File: config.mk
export PLATFORM = sky130hd
export DESIGN_NAME = mul113_recon
export DESIGN_NICKNAME = d
export VERILOG_FILES = /design/src/rtl/mul113_pkg.sv /design/src/rtl/mul113_chunk.sv /design/src/rtl/mul113_recon.sv
export SDC_FILE = /design/constraint.sdc
export NUM_CORES = 1
export LEC_CHECK = 0
export ABC_AREA = 1
export BUFFER_PORTS_ARGS = -buffer_cell sky130_fd_sc_hd__buf_4
export CORE_MARGIN = 2
export CORE_UTILIZATION = 30
export CTS_BUF_LIST = sky130_fd_sc_hd__clkbuf_8
export DETAILED_ROUTE_END_ITERATION = 10
export GPL_TIMING_DRIVEN = 0
export PLACE_DENSITY = 0.58
export RECOVER_POWER = 100
export SYNTH_ARGS = -nofsm -noshare
export SYNTH_HDL_FRONTEND = slang
export SYNTH_HIERARCHICAL = 1
export SYNTH_SLANG_ARGS = --single-unit
File: constraint.sdc
create_clock -name clk -period 4.51 [get_ports clk]
set_input_delay 0.2255 -clock clk [delete_from_list [all_inputs] [get_ports clk]]
set_output_delay 0.2255 -clock clk [all_outputs]
set_load 0.005 [all_outputs]
File: src/rtl/mul113_pkg.sv
// Shared constants and types for the quotient-times-113 reconstruction block.
// Optional remainder range check is enabled with macro RECON_CHECK_EN.
package mul113_pkg;

  localparam int DIVISOR = 113;

  localparam int QW_DEF = 56;
  localparam int CW_DEF = 7;
  localparam int XW_DEF = 60;

  localparam int NCHUNK = QW_DEF / CW_DEF;

  localparam int ACC_W = 64;

  typedef enum logic [1:0] {
    IDLE,
    BUSY,
    DONE
  } state_t;

endpackage

File: src/rtl/mul113_chunk.sv
// Combinational CW-bit chunk times 113 using shift-add only.
// 113 = 64 + 32 + 16 + 1.
module mul113_chunk
  import mul113_pkg::*;
#(
  parameter int CW = CW_DEF
) (
  input  logic [CW-1:0] c,
  output logic [CW+6:0] p
);

  logic [CW+6:0] c_ext;

  assign c_ext = {7'd0, c};

  assign p = (c_ext << 6)
           + (c_ext << 5)
           + (c_ext << 4)
           + c_ext;

endmodule

File: src/rtl/mul113_recon.sv
// Reconstructs x = q*113 + r, one CW-bit quotient chunk per cycle.
// Define RECON_CHECK_EN to latch err = (r >= 113) at accept.
module mul113_recon
  import mul113_pkg::*;
#(
  parameter int QW = QW_DEF,
  parameter int CW = CW_DEF,
  parameter int XW = XW_DEF
) (
  input  logic          clk,
  input  logic          rst_n,
  input  logic          in_valid,
  output logic          in_ready,
  input  logic [QW-1:0] q,
  input  logic [6:0]    r,
  output logic          out_valid,
  input  logic          out_ready,
  output logic [XW-1:0] x,
  output logic          ovf,
  output logic          err
);

  localparam int NCH = QW / CW;
  localparam int KW  = (NCH > 1) ? $clog2(NCH) : 1;

  state_t           state_q, state_d;
  logic [KW-1:0]    k_q, k_d;
  logic [QW-1:0]    q_q, q_d;
  logic [ACC_W-1:0] acc_q, acc_d;
  logic [CW+6:0]    prod;
  logic             last;
  logic             accept;

  // q_q shifts right each cycle so the active chunk is always at the bottom.
  mul113_chunk #(
    .CW (CW)
  ) u_chunk (
    .c (q_q[CW-1:0]),
    .p (prod)
  );

  assign last   = (k_q == KW'(NCH - 1));
  assign accept = in_valid && (state_q == IDLE);

  always_comb begin
    state_d = state_q;
    k_d     = k_q;
    q_d     = q_q;
    acc_d   = acc_q;
    unique case (state_q)
      IDLE: begin
        if (in_valid) begin
          q_d     = q;
          acc_d   = ACC_W'(r);
          k_d     = '0;
          state_d = BUSY;
        end
      end
      BUSY: begin
        acc_d = acc_q
              + (ACC_W'(prod) << (k_q * CW));
        q_d   = q_q >> CW;
        k_d   = k_q + 1'b1;
        if (last) begin
          state_d = DONE;
        end
      end
      DONE: begin
        if (out_ready) begin
          state_d = IDLE;
        end
      end
      default: begin
        state_d = IDLE;
      end
    endcase
  end

  always_ff @(posedge clk) begin
    if (!rst_n) begin
      state_q <= IDLE;
      k_q     <= '0;
      q_q     <= '0;
      acc_q   <= '0;
    end else begin
      state_q <= state_d;
      k_q     <= k_d;
      q_q     <= q_d;
      acc_q   <= acc_d;
    end
  end

`ifdef RECON_CHECK_EN
  logic err_q, err_d;

  always_comb begin
    err_d = err_q;
    if (accept) begin
      err_d = (r >= 7'(DIVISOR));
    end
  end

  always_ff @(posedge clk) begin
    if (!rst_n) begin
      err_q <= 1'b0;
    end else begin
      err_q <= err_d;
    end
  end

  assign err = err_q;
`else
  logic unused_accept;

  assign unused_accept = accept;
  assign err = 1'b0;
`endif

  assign in_ready  = (state_q == IDLE);
  assign out_valid = (state_q == DONE);

  // Partial sums are hidden until the result is complete.
  assign x   = out_valid ? acc_q[XW-1:0] : '0;
  assign ovf = out_valid && (|acc_q[ACC_W-1:XW]);

endmodule

==> results.md, run 1 <==
* Status: finished, violations left
* Failing checks: negative setup slack
* Leakage at 9.05 nW
* Crit share post-route at 113%
* Number of clock sinks at 125
* Final GP Congestion at 1.07
* Syn Inst Count at 2476
* Final hold slack at 0.0275 ns
* Row count at 77
* Count of input and output buffers at 129
* Final net count at 2850
* Vias per cell at 4.99
* Placed wire-length estimate at 46.1 mm
* Primary FF master, synth: dfxtp_1
* Distinct cells, synth at 48
* VDD IR-drop max at 0.184 mV
* CP required at 4.95 ns
* Die area at 46800 µm²
* RR Startpoint: q_q[0]
* # diodes at 0
* Slew margin rel. at 31.9%
* Crit path launch type: flip-flop
* Pwr Density at 211 nW/µm²
* CORE AREA at 44300 µm²
* Final core utilization at 41.8%
* CP dominant cell by count: nand2_1
* Ys async rst share at 0%
* Crit Path Class: reg2reg
* Setup TNS at -21.30 ns
* Crit end category: flip-flop
* Syn_nets at 2642
* H-tree depth at 4
* Clk root buf: clkbuf_8
* Global-route usage over all layers at 24.2%
* Final wirelength at 57.6 mm
* Max-slew violations at 0
* Layout cells sized above 1 at 27.9%
* RSZ-0062 raised after global routing: true
* 1st-pass router iterations at 8
* Skew final at 0.0317 ns
* First-pass GRT wire length at 87.1 mm
* Max-cap check violation count at 0
* Worst-path maximum fanout at 4
* Critical Path Start: q_q[0]
* Reg-to-Reg End: acc_q[41]
* DIE WIDTH at 216 µm
* Area Growth Syn to Fin at 37.0%
* Initial core utilization at 30.5%
* CP peak stage delay at 0.54 ns
* Hold Path Class: in2reg
* Number of synthesized flops with an enable pin at 0
* Register area share after synthesis at 18.5%
* Avg Inst Size Synth at 5.46 µm²
* Synthesized area at 13500 µm²
* Post-placement cell count at 3197
* Final hold viol count at 0
* Reg2Reg Setup Slack at -0.57 ns
* WP data arrival at 5.52 ns
* Worst setup path endpoint: acc_q[41]
* Setup Viol. Count Final at 57
* Largest net degree at the start of global routing at 17
* #FFs+latches synth at 125
* Measured slew at the worst slew-check pin at 1.02 ns
* Dpl ws at -1.27 ns
* Number of global-route vias before repair at 15700
* Global route overflow at 0
* Clk slew on worst S/H paths at 0.08 ns
* Antenna Nets Post-Route at 0
* Worst setup margin at -0.568 ns
* Maximum clock rate at 0.197 GHz
* CTS Buf Count at 17
* Final std cells w/o fill at 3289
* Reg2reg path depth at 30
* Number of antenna violations at the first check in global routing at 0
* Drt initial violations at 1345
* DRC at 0
* # fillers at 4824
* WL/cell at 17.5 µm
* Io pins at 131
* Clk Latency, worst-skew pair at 0.52 ns
* Ys Warns at 6
* Chip height at 216 µm
* Via Count at 16400
* CTS tree: yes
* Period minus WS final at 5.08 ns
* Slowest CP cell: fa_1
* CTS Buffer Depth at 2
[metrics by stage]
stage               total power [W]  area (µm²)
floorplan                   0.00199       13600
global placement            0.00235       15300
detailed placement          0.00236       15300
CTS                         0.00378       17800
global route                0.00409       18500
finish                      0.00390       18500
[sequential cells by signal, summed over array words and instances (netlist names)]
signal	cells
acc_q	64
state_q	2
k_q	3
q_q	56
[logic make-up after synthesis]
| kind of cell | synth area share, % |
|---|---|
| simple gates | 42.5 |
| buf+inv | 14.8 |
| compound gates | 13.5 |
| flops | 18.5 |
| fa+ha+maj | 9.88 |
| xor+xnor | 0.638 |
| mux | 0.148 |
| other cells | 0.0277 |
[cell usage after synthesis (3+ instances only)]
cell type	count	area (µm²)
o22ai_1	10	62.6
nor4_2	3	37.5
nor3_2	4	40.0
o21bai_1	5	37.5
nor3_4	4	65.1
fa_1	13	260
and3_1	4	25.0
nor4_1	4	25.0
inv_1	419	1570
nand2_1	900	3380
xor2_1	3	26.3
nand3b_1	10	75.1
nor3_1	9	45.0
nand3_1	107	536
nor2_4	3	33.8
nand3_2	5	50.1
nand4_1	13	81.3
and2_1	3	18.8
o32ai_1	3	26.3
buf_4	7	52.6
o21ai_1	10	50.1
nand2_2	27	169
nor2_1	250	938
dfxtp_1	125	2500
inv_2	5	18.8
nand3b_2	3	33.8
or2_2	8	50.1
buf_2	27	135
nor2_2	9	56.3
or2_1	7	43.8
xnor2_1	5	43.8
a21oi_2	3	26.3
nand2_4	4	45.0
ha_1	86	1080
clkbuf_1	46	173
o21ai_0	57	285
a21oi_1	259	1300
buf_6	3	33.8
[how the worst min path moves through the flow]
stage | from | endpoint | cells after the start
floorplan | rst_n | state_q[0] | 1
global placement | q_q[50] | q_q[50] | 2
detailed placement | q_q[50] | q_q[50] | 2
CTS | r[5] | acc_q[5] | 3
global route | r[2] | acc_q[2] | 5
finish | r[3] | acc_q[3] | 5
[power breakdown]
part	internal [W]	switching (W)
logic	0.000540	0.000958
registers	0.00116	0.0000484
clock network	0.000619	0.000577
total	0.00232	0.00158
[timing repair]
item,CTS,global route
endpoints found under the hold margin,11,0
endpoints found under the setup margin,63,60
setup buffers,39,12
hold buffers,9,0
gates resized for setup,429,194
pin swaps,95,50
[worst max-delay path: cells and delay by family (launching register included)]
family	cells	cell delay, ns
buf+inv	4	0.30
xor+xnor	1	0.20
simple gates	13	1.37
mux	1	0.17
flops	1	0.36
fa+ha+maj	5	1.81
compound gates	6	0.78
[layout make-up]
| cell class | count | area [µm²] | area share, % |
|---|---|---|---|
| Multi-Input combinational cell | 1841 | 11400 | 61.4 |
| Tap cell | 592 | 741 | 4.00 |
| Inverter | 426 | 1610 | 8.68 |
| Buffer | 84 | 415 | 2.24 |
| Clock buffer | 18 | 248 | 1.34 |
| Timing Repair Buffer | 189 | 1430 | 7.70 |
| Sequential cell | 125 | 2520 | 13.6 |
| Clock inverter | 14 | 191 | 1.03 |
[metal layers]
layer | vias up | routed length [µm] | global-route usage, %
li1 | 8066 | - | -
met1 | 7594 | 24700 | 30.5
met2 | 595 | 26200 | 40.9
met3 | 144 | 3710 | 3.31
met4 | 0 | 2990 | 11.2
met5 | - | 0 | 0
[placed cells by master, fill, tap and decap left out, types with 42 or more instances in the layout]
cell type,instances
clkbuf_1,50
dfxtp_1,118
buf_4,124
a21oi_2,48
nand2_2,140
a21oi_1,193
nor2_1,182
nor2_4,42
nand3_1,92
clkbuf_4,61
inv_1,399
nand2_1,751
Power figures use the tool's default switching activity.
==> inputs of run 2 (changes only) <==
==> constraint.sdc (replaced) <==
create_clock -name clk -period 4.51 [get_ports clk]
set_input_delay 0.451 -clock clk [delete_from_list [all_inputs] [get_ports clk]]
set_output_delay 0.451 -clock clk [all_outputs]
set_load 0.005 [all_outputs]
==> run 2 against run 1 <==
The run still ends with negative setup slack left. First-iteration DRC count up 2.5%. Global-route usage barely moved. Sequential power about the same. Cell count shrank 0.27%. Clock power is essentially flat. Clock-buffer cell count stayed put. Critical path depth unchanged. Maximum frequency about the same.
==> results.md, run 2 (synthesized netlist as in run 1, its figures left out) <==
* Status: finished, violations left
* Failing checks: negative setup slack
* Critical Path Start: q_q[0]
* Final GP Congestion at 1.07 (unchanged)
* Clk Latency, worst-skew pair at 0.53 ns (about the same)
* WL/cell at 17.5 µm (+0.20%)
* Worst-path maximum fanout at 4 (unchanged)
* Measured slew at the worst slew-check pin at 1.02 ns (-0.000525 ns)
* Setup Viol. Count Final at 56 (-1.8%)
* Placed wire-length estimate at 46.1 mm (unchanged)
* Drt initial violations at 1378 (+2.5%)
* Chip height at 216 µm (unchanged)
* Largest regs: acc_q: 64 flops, q_q: 56 flops, k_q: 3 flops
* Commonest cells after routing, fill and taps aside: nand2_1 (751), inv_1 (399), a21oi_1 (193)
* Hold Buf Count CTS at 0 (-9)
* RSZ-0062 raised after global routing: true
* Via Count at 16300 (-0.32%)
* # fillers at 4826 (+0.041%)
* Crit end category: flip-flop
* Number of flip-flops in the largest register at 64 (unchanged)
* Final std cells w/o fill at 3280 (-0.27%)
* Maximum clock rate at 0.197 GHz (about the same)
* Post-placement cell count at 3197 (unchanged)
* CTS tree: yes
* Crit path launch type: flip-flop
* Worst setup margin at -0.570 ns (-0.00213 ns)
* Reg2Reg Setup Slack at -0.57 ns (about the same)
* Reg-to-Reg End: acc_q[41]
* CORE AREA at 44300 µm² (unchanged)
* Die area at 46800 µm² (unchanged)
* Final hold slack at 0.171 ns (+0.143 ns)
* Leakage at 9.01 nW (-0.42%)
* CP dominant cell by count: nand2_1
* Crit share post-route at 113% (about the same)
* Area Growth Syn to Fin at 36.4%
* Max-slew violations at 0 (unchanged)
* CP peak stage delay at 0.54 ns (about the same)
* Worst setup path endpoint: acc_q[41]
* Sequential cell area at 2520 µm² (unchanged)
* Most flop-heavy register: acc_q
* CTS Buf Count at 17 (unchanged)
* Layout cells sized above 1 at 28.0% (+0.093 points)
* WP data arrival at 5.52 ns (about the same)
* CTS Buffer Depth at 2 (unchanged)
* DIE WIDTH at 216 µm (unchanged)
* First-pass GRT wire length at 87.1 mm (about the same)
* Number of global-route vias before repair at 15700 (-0.13%)
* Global route overflow at 0 (unchanged)
* Period minus WS final at 5.08 ns (+0.00213 ns)
* Pwr Density at 211 nW/µm² (+0.38%)
* Final hold viol count at 0 (unchanged)
* H-tree depth at 4 (unchanged)
* Antenna Nets Post-Route at 0 (unchanged)
* Slowest CP cell: fa_1
* Final Power at 0.00390 W (-0.11%)
* Initial core utilization at 30.5% (unchanged)
* Largest net degree at the start of global routing at 17 (unchanged)
* Skew final at 0.0340 ns (+0.00225 ns)
* Final net count at 2841 (-0.32%)
* Clk slew on worst S/H paths at 0.11 ns (+0.03 ns)
* # diodes at 0 (unchanged)
* DRC at 0 (unchanged)
* Crit Path Class: reg2reg
* Commonest non-fill, non-tap cell in the layout: nand2_1
* Final wirelength at 57.5 mm (about the same)
* Global-route usage over all layers at 24.2% (about the same)
* RR Startpoint: q_q[0]
* Clk root buf: clkbuf_8
* Area occupied by multi-input gates at 11400 µm² (unchanged)
* Vias per cell at 4.98 (about the same)
* Count of input and output buffers at 129 (unchanged)
* Hold Path Class: in2reg
* CP required at 4.95 ns (about the same)
* Number of antenna violations at the first check in global routing at 0 (unchanged)
* 1st-pass router iterations at 6 (-2)
* Row count at 77 (unchanged)
* Slew margin rel. at 32.0% (+0.035 points)
* Max-cap check violation count at 0 (unchanged)
* Io pins at 131 (unchanged)
* VDD IR-drop max at 0.184 mV (+0.13%)
* Reg2reg path depth at 30 (unchanged)
* Number of clock sinks at 125 (unchanged)
==> run 2: report_power, final <==
group	switching [W]	internal, W	leakage, nW
sequential	0.0000482	0.00116	1.02
combinational	0.000955	0.000535	7.77
clock	0.000581	0.000619	0.223
==> run 2: worst min path at each step <==
stage	start	end	slack [ns]	cells past startpoint
final	out_ready	state_q[1]	0.17	3
after floorplan	q_q[49]	q_q[49]	0.44	2
after detailed placement	q_q[50]	q_q[50]	0.46	2
after CTS	out_ready	state_q[1]	0.16	3
after global placement	q_q[50]	q_q[50]	0.45	2
after global routing	out_ready	state_q[1]	0.17	3
==> run 2: layer usage <==
metal	vias up	track usage [%]	share of wire (%)
li1	8046	-	-
met1	7540	30.5	42
met2	613	40.9	45
met3	147	3.33	7.3
met4	0	11.2	5.3
met5	-	0	0
==> run 2: layout make-up <==
type | instances | area share, %
Clock inverter | 14 | 1.04
Clock buffer | 18 | 1.34
Inverter | 426 | 8.73
Timing Repair Buffer | 180 | 7.25
Sequential cell | 125 | 13.7
Multi-Input combinational cell | 1841 | 61.7
Tap cell | 592 | 4.02
Buffer | 84 | 2.25
==> run 2: what timing repair did <==
action                     in CTS  in global routing
buffers inserted               39                 12
resized for setup             429                194
pin swaps                      95                 50
setup endpoints to repair      63                 60
==> run 2: worst max-delay path: cells and delay by family (launching register included) <==
| family | cells | cell delay (ns) |
|---|---|---|
| buf+inv | 4 | 0.30 |
| flops | 1 | 0.36 |
| simple gates | 13 | 1.37 |
| compound gates | 6 | 0.78 |
| xor+xnor | 1 | 0.20 |
| mux | 1 | 0.17 |
| fa+ha+maj | 5 | 1.81 |
==> run 2: through the flow <==
stage               utilization (%)  worst slack, ns  cell area, µm²  TNS [ns]
CTS                            39.9           -0.473           17700    -19.00
floorplan                         -          0.00984           13600         0
detailed placement             34.4            -1.27           15300    -59.82
global route                   41.6           -0.798           18400    -34.65
global placement               34.4            -1.25           15300    -57.37
finish                         41.6           -0.570           18400    -20.97
==> inputs of run 3 (changes only) <==
- SKIP_LAST_GASP: default -> 1
- SYNTH_HIERARCHICAL: 1 -> default
==> run 3 against run 2 <==
The run still ends with negative setup slack left. Via count shrank 10%. Synthesized area shrank 10%. Register-to-register slack lost 0.13 ns. Non-clock buffer count grew 65. Critical path depth shrank 3. Cell count shrank 13%. Worst setup slack lost 0.13 ns. Critical path type unchanged. Combinational power grew 9%.
==> results.md, run 3 <==
* Initial core utilization at 30.5% (-0.040 points)
* Ys async rst share at 0% (unchanged)
* Global routing's busiest layer: met2
* Ys Warns at 0 (-6)
* CORE AREA at 39800 µm² (-10%)
* Skew final at 0.0196 ns (-0.0143 ns)
* Hold Path Class: in2reg
* Final GP Congestion at 0.945 (-12%)
* Max-cap check violation count at 0 (unchanged)
* Compound-Gate Fraction of Synth Area at 23.5% (+9.9 points)
* Most flop-heavy register: acc_q
* Global route overflow at 0 (unchanged)
* Adder-cell share of the synthesized area at 11.0% (+1.1 points)
* Simple-Gate Fraction of Synth Area at 32.9% (-9.6 points)
* Area Growth Syn to Fin at 48.9%
* CTS Buf Count at 17 (unchanged)
* Clk root buf: clkbuf_8
* CP required at 4.94 ns (about the same)
* Final hold viol count at 0 (unchanged)
* Status: finished, violations left
* Main area contributors after synthesis: dfxtp_1 (21%), nand2_1 (14%), a21oi_1 (12%)
* Met2 Usage GRT at 38.8% (-2.0 points)
* Final wirelength at 53.0 mm (-7.9%)
* Synth Area in XOR/XNOR at 0.505% (-0.13 points)
* Worst setup margin at -0.704 ns (-0.134 ns)
* Leakage at 7.30 nW (-19%)
* Primary FF master, synth: dfxtp_1
* Failing checks: negative setup slack
* Antenna Nets Post-Route at 0 (unchanged)
* Count leader, synth: nand2_1
* VDD IR-drop max at 0.196 mV (+6.3%)
* #FFs+latches synth at 125 (unchanged)
* H-tree depth at 4 (unchanged)
* Cell taking the most area after synthesis: dfxtp_1
* Global-route usage over all layers at 24.6% (+0.38 points)
* Syn Inst Count at 2046 (-17%)
* Count of input and output buffers at 127 (-1.6%)
* Chip height at 205 µm (-5.2%)
* Row count at 73 (-5.2%)
* Placed wire-length estimate at 40.7 mm (-12%)
* Number of antenna violations at the first check in global routing at 1 (+1)
* Met3 usage at 5.49% (+2.2 points)
* Max-slew violations at 0 (unchanged)
* Largest regs: acc_q: 64 flops, q_q: 56 flops, k_q: 3 flops
* 1st-pass router iterations at 5 (-1)
* CP peak stage delay at 0.54 ns (about the same)
* Cell area after layout at 18100 µm² (-2.0%)
* Measured slew at the worst slew-check pin at 1.27 ns (+0.247 ns)
* Clk Latency, worst-skew pair at 0.51 ns (-0.02 ns)
* First-pass GRT wire length at 78.6 mm (-9.7%)
* Dpl ws at -1.41 ns (-0.145 ns)
* Final net count at 2478 (-13%)
* Crit end category: flip-flop
* Proportion of synthesized area in mux cells at 0.351% (+0.20 points)
* CP dominant cell by count: nand2_1
* RSZ-0062 raised after global routing: true
* Number of flip-flops in the largest register at 64 (unchanged)
* Die area at 42100 µm² (-10%)
* Commonest non-fill, non-tap cell in the layout: nand2_1
* Period minus WS final at 5.21 ns (+0.134 ns)
* Share of the synthesized area in the top cell type at 20.6% (-4.4 points)
* Buffers plus inverters on the worst setup path at 3 (-1)
* Vias per cell at 5.16 (+3.5%)
* Top cells by count, synth: nand2_1 (464), nor2_1 (303), a21oi_1 (297)
* Largest net degree at the start of global routing at 17 (unchanged)
* Number of synthesized flops with an enable pin at 0 (unchanged)
* Main combinational cell family by area after synthesis: simple AND/OR/NAND/NOR gates
* Grt met1 use at 32.3% (+1.8 points)
* Register area share after synthesis at 20.6% (+2.1 points)
* Worst-path maximum fanout at 5 (+1)
* Maximum clock rate at 0.192 GHz (-2.6%)
* Slowest CP cell: fa_1
* Cell family with most CP delay: adder cells
* Crit share post-route at 116% (+3.0 points)
* Syn_nets at 2212 (-16%)
* Number of global-route vias before repair at 13900 (-12%)
* Avg Inst Size Synth at 5.93 µm² (+8.6%)
* CTS Buffer Depth at 2 (unchanged)
* Via Count at 14700 (-10%)
* Setup Viol. Count Final at 56 (unchanged)
* Crit Path Class: reg2reg
* Io pins at 131 (unchanged)
* Layout cells sized above 1 at 36.7% (+8.8 points)
* DIE WIDTH at 205 µm (-5.2%)
* Slew margin rel. at 15.5% (-16 points)
* Commonest cells after routing, fill and taps aside: nand2_1 (384), a21oi_1 (215), nor2_1 (214)
* Synthesized area at 12100 µm² (-10%)
* Distinct cells, synth at 58 (+21%)
* WL/cell at 18.6 µm (+6.0%)
* Number of clock sinks at 125 (unchanged)
* Pwr Density at 221 nW/µm² (+4.3%)
* Crit path launch type: flip-flop
* WP data arrival at 5.65 ns (+0.13 ns)
* Clk slew on worst S/H paths at 0.10 ns (about the same)
* Drt initial violations at 1004 (-27%)
* DRC at 0 (unchanged)
* CTS tree: yes
* Post-place instance area at 13800 µm² (-9.6%)
run 3: changes by cell type in the layout (fill, tap and decap cells not counted), sizes merged, moves of 8 or more:
cell / delta
nand2: -450
inv: -164
o21ai: +77
buf: +61
nor2: +57
a21oi: +43
nand3: -25
a21o: +11
a31oi: +9
a21boi: +8
run 3: metal layers:
metal  vias up  part of all wire, %
li1       7219                    -
met2       493                   45
met4         0                  3.9
met5         -                    0
met1      6890                   44
met3        99                  6.9
run 3: cell families after synthesis:
kind of cell	after synthesis
XOR/XNOR	7
other	1
multiplexers	3
AO/OA/AOI/OAI	519
AND/OR/NAND/NOR	949
buffers and inverters	343
adder cells (fa/ha/maj)	99
flip-flops	125
run 3: worst paths after layout:
path                            cells after the start  startpoint  slack [ns]         end
worst max register to register                     27      q_q[1]       -0.70   acc_q[48]
worst min-delay path                                3   out_ready        0.20  state_q[1]
worst max-delay path                               27      q_q[1]       -0.70   acc_q[48]
worst min register to register                      2     q_q[50]        0.47     q_q[50]
run 3: where the power goes:
group          internal [W]  switching (W)
clock              0.000556       0.000587
combinational      0.000621        0.00101
sequential          0.00116      0.0000512
total               0.00234        0.00165
run 3: worst reg2reg max path, delay by kind of cell, from the launching register on:
kind / cells / cell delay (ns)
XOR/XNOR: 1 / 0.17
flip-flops: 1 / 0.37
AO/OA/AOI/OAI: 9 / 1.50
AND/OR/NAND/NOR: 9 / 1.01
buffers and inverters: 3 / 0.24
adder cells (fa/ha/maj): 5 / 1.85
run 3: final cells by class:
| class | instances | area, µm² |
|---|---|---|
| clock inverter | 14 | 184 |
| clock buffer | 17 | 234 |
| inverter | 261 | 1000 |
| sequential | 125 | 2520 |
| multi-input combinational | 1578 | 11200 |
| buffer | 82 | 374 |
| antenna | 1 | 2.50 |
| timing repair buffer | 247 | 1940 |
| tap | 525 | 657 |
| fill | 4124 | 21700 |
run 3: through the flow:
stage / power, W / utilization, % / hold WS [ns] / TNS, ns / std cells
6_report: 0.00399 / 45.4 / 0.196 / -29.75 / 2850
5_1_grt: 0.00419 / 45.4 / 0.199 / -42.27 / 2850
4_1_cts: 0.00386 / 41.8 / 0.168 / -21.54 / 2794
3_5_place_dp: 0.00240 / 34.6 / 0.460 / -46.47 / 2698
3_3_place_gp: 0.00239 / 34.6 / 0.454 / -45.15 / 2698
2_1_floorplan: 0.00204 / - / 0.441 / -0.0133 / 2046
run 3: timing repair:
action,CTS,global route
cloned,0,0
pin swaps,110,154
setup buffers,65,56
hold buffers,0,0
endpoints found under the setup margin,57,56
resized for setup,470,264
